## src/rtl/calc_pkg.sv

```systemverilog
// Shared types and widths for the calculator request-port driver.
package calc_pkg;

   localparam int unsigned CALC_DATA_W = 32;
   localparam int unsigned CALC_CMD_W  = 4;
   localparam int unsigned CALC_RESP_W = 2;

   typedef enum logic [CALC_CMD_W-1:0] {
      NOP = 4'd0,
      ADD = 4'd1,
      SUB = 4'd2,
      SHL = 4'd5,
      SHR = 4'd6
   } calc_cmd_e;

   typedef enum logic [CALC_RESP_W-1:0] {
      NONE    = 2'd0,
      OK      = 2'd1,
      OVF_UNF = 2'd2,
      INVALID = 2'd3
   } calc_resp_e;

   typedef enum logic [1:0] {
      IDLE = 2'd0,
      OP2  = 2'd1,
      WAIT = 2'd2,
      RESP = 2'd3
   } drv_state_e;

endpackage

```

## src/rtl/calc_timeout_ctr.sv

```systemverilog
// Wait-cycle counter: cleared before each wait, advanced per empty sample,
// last_c flags the sample that exhausts the budget.
module calc_timeout_ctr
   import calc_pkg::*;
#(
   parameter int unsigned TIMEOUT_CYCLES = 10
) (
   input  logic c_clk,
   input  logic reset,
   input  logic clr,
   input  logic en,
   output logic last_c
);

   localparam int unsigned CNT_W = $clog2(TIMEOUT_CYCLES + 1);

   logic [CNT_W-1:0] cnt;

   // Count empty samples; the FSM leaves WAIT on the last one, so no wrap.
   always_ff @(posedge c_clk or negedge reset) begin
      if (!reset)
         cnt <= '0;
      else if (clr)
         cnt <= '0;
      else if (en)
         cnt <= cnt + CNT_W'(1);
   end

   assign last_c = (cnt == CNT_W'(TIMEOUT_CYCLES - 1));

endmodule

```

## src/rtl/calc_req_driver.sv

```systemverilog
// Feeds one calculator request port: two-cycle issue, wait for a response
// or timeout, then hand the result back on a valid/ready handshake.
module calc_req_driver
   import calc_pkg::*;
#(
   parameter int unsigned DATA_W         = CALC_DATA_W,
   parameter int unsigned CMD_W          = CALC_CMD_W,
   parameter int unsigned TIMEOUT_CYCLES = 10
) (
   input  logic              c_clk,
   input  logic              reset,
   input  logic              txn_valid,
   output logic              txn_ready,
   input  logic [CMD_W-1:0]  txn_cmd,
   input  logic [DATA_W-1:0] txn_op1,
   input  logic [DATA_W-1:0] txn_op2,
   output logic [CMD_W-1:0]  req_cmd_out,
   output logic [DATA_W-1:0] req_data_out,
   input  logic [1:0]        calc_resp_in,
   input  logic [DATA_W-1:0] calc_data_in,
   output logic              rsp_valid,
   input  logic              rsp_ready,
   output logic [1:0]        rsp_resp,
   output logic [DATA_W-1:0] rsp_data,
   output logic              rsp_timeout,
   output logic              busy,
   output logic              spurious_resp
);

   drv_state_e        state, state_nxt;
   logic [CMD_W-1:0]  cmd_q, cmd_nxt;
   logic [DATA_W-1:0] op2_q, op2_nxt;

   logic              txn_ready_nxt;
   logic [CMD_W-1:0]  req_cmd_nxt;
   logic [DATA_W-1:0] req_data_nxt;
   logic              rsp_valid_nxt;
   logic [1:0]        rsp_resp_nxt;
   logic [DATA_W-1:0] rsp_data_nxt;
   logic              rsp_timeout_nxt;
   logic              busy_nxt;
   logic              spurious_nxt;

   logic              ctr_clr, ctr_en, ctr_last_c;
   logic              resp_seen_c;

   assign resp_seen_c = (calc_resp_in != 2'(NONE));

   calc_timeout_ctr #(
      .TIMEOUT_CYCLES (TIMEOUT_CYCLES)
   ) u_timeout_ctr (
      .c_clk  (c_clk),
      .reset  (reset),
      .clr    (ctr_clr),
      .en     (ctr_en),
      .last_c (ctr_last_c)
   );

   // State and output registers; reset drops any in-flight transaction.
   always_ff @(posedge c_clk or negedge reset) begin
      if (!reset) begin
         state         <= IDLE;
         cmd_q         <= '0;
         op2_q         <= '0;
         txn_ready     <= 1'b1;
         req_cmd_out   <= '0;
         req_data_out  <= '0;
         rsp_valid     <= 1'b0;
         rsp_resp      <= '0;
         rsp_data      <= '0;
         rsp_timeout   <= 1'b0;
         busy          <= 1'b0;
         spurious_resp <= 1'b0;
      end else begin
         state         <= state_nxt;
         cmd_q         <= cmd_nxt;
         op2_q         <= op2_nxt;
         txn_ready     <= txn_ready_nxt;
         req_cmd_out   <= req_cmd_nxt;
         req_data_out  <= req_data_nxt;
         rsp_valid     <= rsp_valid_nxt;
         rsp_resp      <= rsp_resp_nxt;
         rsp_data      <= rsp_data_nxt;
         rsp_timeout   <= rsp_timeout_nxt;
         busy          <= busy_nxt;
         spurious_resp <= spurious_nxt;
      end
   end

   // Next state and next output values; the request bus idles at zero.
   always_comb begin
      state_nxt       = state;
      cmd_nxt         = cmd_q;
      op2_nxt         = op2_q;
      txn_ready_nxt   = txn_ready;
      req_cmd_nxt     = '0;
      req_data_nxt    = '0;
      rsp_valid_nxt   = rsp_valid;
      rsp_resp_nxt    = rsp_resp;
      rsp_data_nxt    = rsp_data;
      rsp_timeout_nxt = rsp_timeout;
      spurious_nxt    = spurious_resp | (resp_seen_c && (state != WAIT));
      ctr_clr         = 1'b0;
      ctr_en          = 1'b0;

      case (state)
         IDLE: begin
            if (txn_valid && txn_ready) begin
               req_cmd_nxt   = txn_cmd;
               req_data_nxt  = txn_op1;
               cmd_nxt       = txn_cmd;
               op2_nxt       = txn_op2;
               txn_ready_nxt = 1'b0;
               state_nxt     = OP2;
            end
         end
         OP2: begin
            req_data_nxt = op2_q;
            ctr_clr      = 1'b1;
            if (cmd_q == CMD_W'(NOP)) begin
               rsp_valid_nxt   = 1'b1;
               rsp_resp_nxt    = 2'(NONE);
               rsp_data_nxt    = '0;
               rsp_timeout_nxt = 1'b0;
               state_nxt       = RESP;
            end else begin
               state_nxt = WAIT;
            end
         end
         WAIT: begin
            if (resp_seen_c) begin
               rsp_valid_nxt   = 1'b1;
               rsp_resp_nxt    = calc_resp_in;
               rsp_data_nxt    = calc_data_in;
               rsp_timeout_nxt = 1'b0;
               state_nxt       = RESP;
            end else begin
               ctr_en = 1'b1;
               if (ctr_last_c) begin
                  rsp_valid_nxt   = 1'b1;
                  rsp_resp_nxt    = 2'(NONE);
                  rsp_data_nxt    = '0;
                  rsp_timeout_nxt = 1'b1;
                  state_nxt       = RESP;
               end
            end
         end
         RESP: begin
            if (rsp_ready) begin
               rsp_valid_nxt = 1'b0;
               txn_ready_nxt = 1'b1;
               state_nxt     = IDLE;
            end
         end
         default: begin
            state_nxt = IDLE;
         end
      endcase

      busy_nxt = (state_nxt != IDLE);
   end

endmodule

```

## config.mk

```make
export PLATFORM = sky130hd
export DESIGN_NAME = calc_req_driver
export DESIGN_NICKNAME = d
export VERILOG_FILES = /design/src/rtl/calc_pkg.sv /design/src/rtl/calc_timeout_ctr.sv /design/src/rtl/calc_req_driver.sv
export SDC_FILE = /design/constraint.sdc
export NUM_CORES = 1
export LEC_CHECK = 0
export CORE_UTILIZATION = 48
export CTS_BUF_LIST = sky130_fd_sc_hd__clkbuf_4 sky130_fd_sc_hd__clkbuf_8
export CTS_CLUSTER_DIAMETER = 100
export DETAILED_ROUTE_END_ITERATION = 8
export MAX_ROUTING_LAYER = met4
export PLACE_DENSITY = 0.89
export SLEW_MARGIN = 20
export SYNTH_ARGS = -nofsm -noshare
export SYNTH_HDL_FRONTEND = slang
export SYNTH_SLANG_ARGS = --single-unit
export TNS_END_PERCENT = 100
```

## constraint.sdc

```tcl
create_clock -name c_clk -period 4.7 [get_ports c_clk]
set_clock_uncertainty 0.2 [all_clocks]
set_input_delay 0.94 -clock c_clk [delete_from_list [all_inputs] [get_ports c_clk]]
set_output_delay 0.94 -clock c_clk [all_outputs]
set_load 0.01 [all_outputs]
```

==> Word level (Yosys, flattened, before mapping) <==
Cells that the tools add are included.
{ "totals": {"inputBits": 106, "ff_bits": 117, "word_cells": 72} }
{ "classes": {"mux": 34, "bitwise_logic": 1, "reduce_logical": 14, "n_addsub": 1, "eq_ne": 9} }
{ "op_table": {"columns": ["operator", "n"], "rows": [
  ["two-way mux 32 bit", 4],
  ["one-hot mux 32 bit (2 select lines)", 2],
  ["two-way mux 4 bit", 4],
  ["two-way mux 2 bit", 7],
  ["two-way mux 1 bit", 12],
  ["nonzero test 2 bit", 5],
  ["!= test 2 bit, second input constant", 4],
  ["one-hot mux 2 bit (4 select lines)", 1],
  ["AND reduction 3 bit", 2],
  ["adder 4 x 1 -> 4 bit, second input constant", 1],
  ["equality test 2 bit, second input constant", 2],
  ["equality test 4 bit, second input constant", 1],
  ["zero test 4 bit", 1],
  ["one-hot mux 1 bit (2 select lines)", 2],
  ["one-hot mux 2 bit (2 select lines)", 1],
  ["AND reduction 4 bit", 1],
  ["!= test 3 bit, second input constant", 1],
  ["one-hot mux 1 bit (3 select lines)", 1],
  ["nonzero test 3 bit", 1],
  ["equality test 2 x 1 -> 1 bit, second input constant", 1],
  ["logical AND 1 bit", 2],
  ["zero test 2 bit", 1],
  ["AND reduction 2 bit", 1],
  ["bitwise OR 1 bit", 1]
]} }

==> Logic depth before layout (Yosys ltp) <==
{ "depth": {"ltp_word": 5, "depth_mapped": 8, "ltp_nobuf": 6} }

==> Hierarchy <==
A second synthesis with hierarchy kept.
{ "unflattened": {"cells_unflattened": 294, "area_unflattened_um2": 4379.2} }
{ "by_module_without_submodules": {"columns": ["module", "area_each_um2", "cells_per_inst", "n_inst"], "rows": [
  ["calc_req_driver", 4157.7, 273, 1],
  ["calc_timeout_ctr", 221.5, 21, 1]
]} }

==> Worst setup path before layout <==
OpenSTA, ideal clock, no wires.
{ "synth_timing": {"path_type": "input-to-reg", "from": "in calc_resp_in[1]", "to": "reg rsp_timeout", "cell_stages": 5, "setup_time_ns": 0.077, "path_slack_ns": 2.625, "arrival_ns": 1.798, "path_cell_list": "or4b_1 > clkbuf_1 > nor2_1 > nor2_1 > a21oi_1"} }
{ "synth_via": {"elab_chain_cells": 3, "elab_cells_between_ends": 5, "classes_between": "eq/ne: 1; mux: 2; reduce/logical: 2"} }
{ "synth_lines": {"columns": ["item", "line", "text"], "rows": [
  ["from (decl)", "calc_req_driver.sv:19", "input logic [1:0] calc_resp_in,"],
  ["nonzero test 2 bit (*)", "calc_req_driver.sv:47", "assign resp_seen_c = (calc_resp_in != 2'(NONE));"],
  ["!= test 3 bit (no source line) or two-way mux 1 bit (tied branches)", null, null],
  ["AND reduction 3 bit (no source line) or one-hot mux 1 bit (2 select lines) (tied branches)", null, null],
  ["to (signal assigned)", "calc_req_driver.sv:84", "rsp_timeout <= rsp_timeout_nxt;"],
  ["to (decl)", "calc_req_driver.sv:25", "output logic rsp_timeout,"]
]} }
Mark *: on every way between the ends. The rest lies on a longest branch, timed or not.
A chain may end at the register's enable or synchronous reset.

==> Worst setup path after layout <==
{ "layout_timing": {"from": "reg txn_ready", "to": "out txn_ready"} }
{ "layout_lines": {"columns": ["item", "line", "text"], "rows": [
  ["from (decl)", "calc_req_driver.sv:13", "output logic txn_ready,"],
  ["from (signal assigned)", "calc_req_driver.sv:78", "txn_ready <= txn_ready_nxt;"]
]} }
No word-level cell between the ends.

==> impl_results.md <==
* CTS tree: built
* CP peak stage delay at 0.57 ns
* Synth area leader: dfrtp_1
* GR Overflow Total at 0
* Worst slew pin tran at 0.732 ns
* Critical Path Source Type: flip-flop
* Final worst path period share at 57.0%
* Async SR Flop Fraction at 100%
* Area of the mapped netlist at 0.00437 mm²
* Layout area overhead at 52.3%
* Register area at 0.00293 mm²
* Critical path buffers and inverters at 1
* Chip height at 97.4 µm
* Die footprint at 0.00948 mm²
* Pin count of the biggest net entering global routing at 69
* Final Hold Fails at 0
* Final antenna-violating net count at 0
* Worst-path clk slew at about 0.070 ns
* CTS Hold Buffers Added at 0
* Post-synth top cells: 116 x dfrtp_1, 101 x nand2_1, 66 x a22o_1
* Top cells by area, synth: dfrtp_1 66%, a22o_1 13%, nand2_1 8.7%, buf_2 1.3%, nor2_1 0.86%
* Peak supply drop at 0.273 mV
* H-Tree Depth at 4
* GPL Wtd Cong at 0.823
* Vias at approximately 3.6k
* Kind of critical path: flip-flop to output pin
* Unique masters post-synth at 30
* GRT Util Overall at 25.5%
* # diodes at 0
* Setup TNS Final at 0 ns
* Post-DP HPWL at around 7600 µm
* Setup Buffers After CTS at 0
* Ports at around 180
* CP endpoint kind: output pin
* Iter 0 DRT Violations at roughly 130
* Power Density at 598 mW/mm²
* Core Area at about 0.0088 mm²
* Crit-path slowest cell: dfstp_2
* Starting Density at 49.8%
* DR pass1 iterations at 4
* LEAKAGE at a little over 0.003 µW
* CTS Buffer Depth at 2
* Post-synth EDFFs at 0
* Multi-input logic area at 0.00132 mm²
* DIE WIDTH at roughly 97 µm
* IO buf count at 180
* RSZ-0062 raised after global routing: false
* Remaining DRCs at 0
* Critical path's top delay family: flip-flops
* Syn_nets at ~470
* Top-count cell post-synth: dfrtp_1
* Fin crit period at 2.68 ns
* Setup Slack @ Placement at 1.56 ns
* # resized after CTS at 0
* Slew headroom at between 50% and 60%
* WL/cell at roughly 17 µm
* Outcome: completed
* Req. time, crit path at about 3.6 ns
* Synthesized flop and latch total at roughly 120
* Fin nets at 651
* Sequential share of the synthesized area at between 60% and 70%
* HP Class: flip-flop to flip-flop
* Share of cells above drive strength 1 at a little under 8%
* Setup-failing EPs final at 0
* DP Cell Count at 632
* Clk_lat worst skew at 0.40 ns
* CP Data Arrival Time at 1.54 ns
* CTS Buf Count at 17
* Cells after synthesis at 364
* Max-Cap Viols at 0
* Num Clock Sinks at 117
* Number of global-route vias before repair at 3,636
* Critical path, cell by cell: clkdlybuf4s50_1
* Layout fillers at roughly 570
* Top FF cell, synth: dfrtp_1
* Initial antenna violation count at 0
* Vias/cell at 5.37
* Finished Layout Cells at 663
* Cell Rows at 34
* Final wirelength at 11,300 µm
* Worst Setup Slack, final at 2.02 ns
* Crit Path Max Fanout at 5
* Yosys top cell area share at between 60% and 70%
* Clock Tree Root: clkbuf_8
* Syn Area/Cell at between 10 and 15 µm²
* First-pass GRT wire length at between 15,000 and 20,000 µm
* Syn. warnings at 0
* Slew Limit Fails at 0
* F_max at 373 MHz
[power breakdown]
part | leakage [µW] | total [µW] | internal, µW | switching (µW)
Sequential | 0.00151 | 1610 | 1380 | 228
Clock | 0.000207 | 985 | 587 | 398
Combinational | 0.00140 | 1380 | 742 | 642
[metrics by stage]
stage               util (%)  hold slack [ns]  total power (µW)  area, µm²
floorplan                  -            0.245              2320       4370
global placement        70.9            0.258              2920       6210
detailed placement      70.9            0.263              3000       6220
CTS                     75.8            0.280              4010       6650
global route            75.9            0.313              4210       6650
finish                  75.9            0.278              3980       6650
[path summary, 6_finish.rpt]
kind / startpoint / cells past startpoint / to / slack, ns
max: txn_ready / 1 / txn_ready / 2.02
min: op2_q[15] / 2 / op2_q[15] / 0.28
max reg2reg: state[1] / 4 / cmd_q[2] / 2.61
min reg2reg: op2_q[15] / 2 / op2_q[15] / 0.28
max in group asynchronous: reset / 2 / state[0] / 2.84
min in group asynchronous: reset / 1 / rsp_data[19] / 0.37
[kinds of logic (layout without fill, tap and decap cells)]
family | count (synthesis) | count (layout) | share of synthesized area [%]
simple gates | 130 | 130 | 12.7
compound gates | 86 | 86 | 16.1
fa+ha+maj | 2 | 2 | 0.573
mux | 1 | 1 | 0.229
flops | 117 | 117 | 67.1
xor+xnor | 1 | 1 | 0.201
buf+inv | 27 | 218 | 3.15
[registers in the layout, indices dropped and copies added, names as in the netlist, 2 cells and up]
signal / cells
op2_q: 32
req_data_out: 32
rsp_data: 32
cmd_q: 4
req_cmd_out: 4
u_timeout_ctr.cnt: 4
rsp_resp: 2
state: 2
[area by class of cell]
cell class | instances | share of cell area, %
Clock buffer | 18 | 3.73
Clock inverter | 13 | 2.75
Inverter | 3 | 0.169
Multi-Input combinational cell | 220 | 19.8
Sequential cell | 117 | 44.0
Tap cell | 108 | 2.03
Timing Repair Buffer | 184 | 27.5
[routing by layer]
layer  GRT usage (%)  share of wire, %  up-vias
li1                -                 -     1621
met1            32.0                41     1763
met2            40.5                50      156
met3            6.55               6.7       18
met4            9.16               1.7        0
met5               -                 0        -
[layout by cell type (no fill, tap or decap), types with 2 or more instances in the layout]
master,Yosys,final
nand2_1,101,101
o21ai_1,7,7
bufinv_16,0,4
a21oi_1,6,6
and2_1,4,4
buf_4,0,5
clkbuf_8,0,18
nand2b_1,2,2
nand3_1,4,4
ha_1,2,2
inv_1,3,3
nor2_1,10,8
dfrtp_1,116,116
clkinvlp_4,0,4
clkinv_2,0,3
clkdlybuf4s50_1,0,179
clkinv_4,0,2
a22o_1,66,66
a21o_1,4,4
Note: power is estimated with default switching activity, not from simulation.
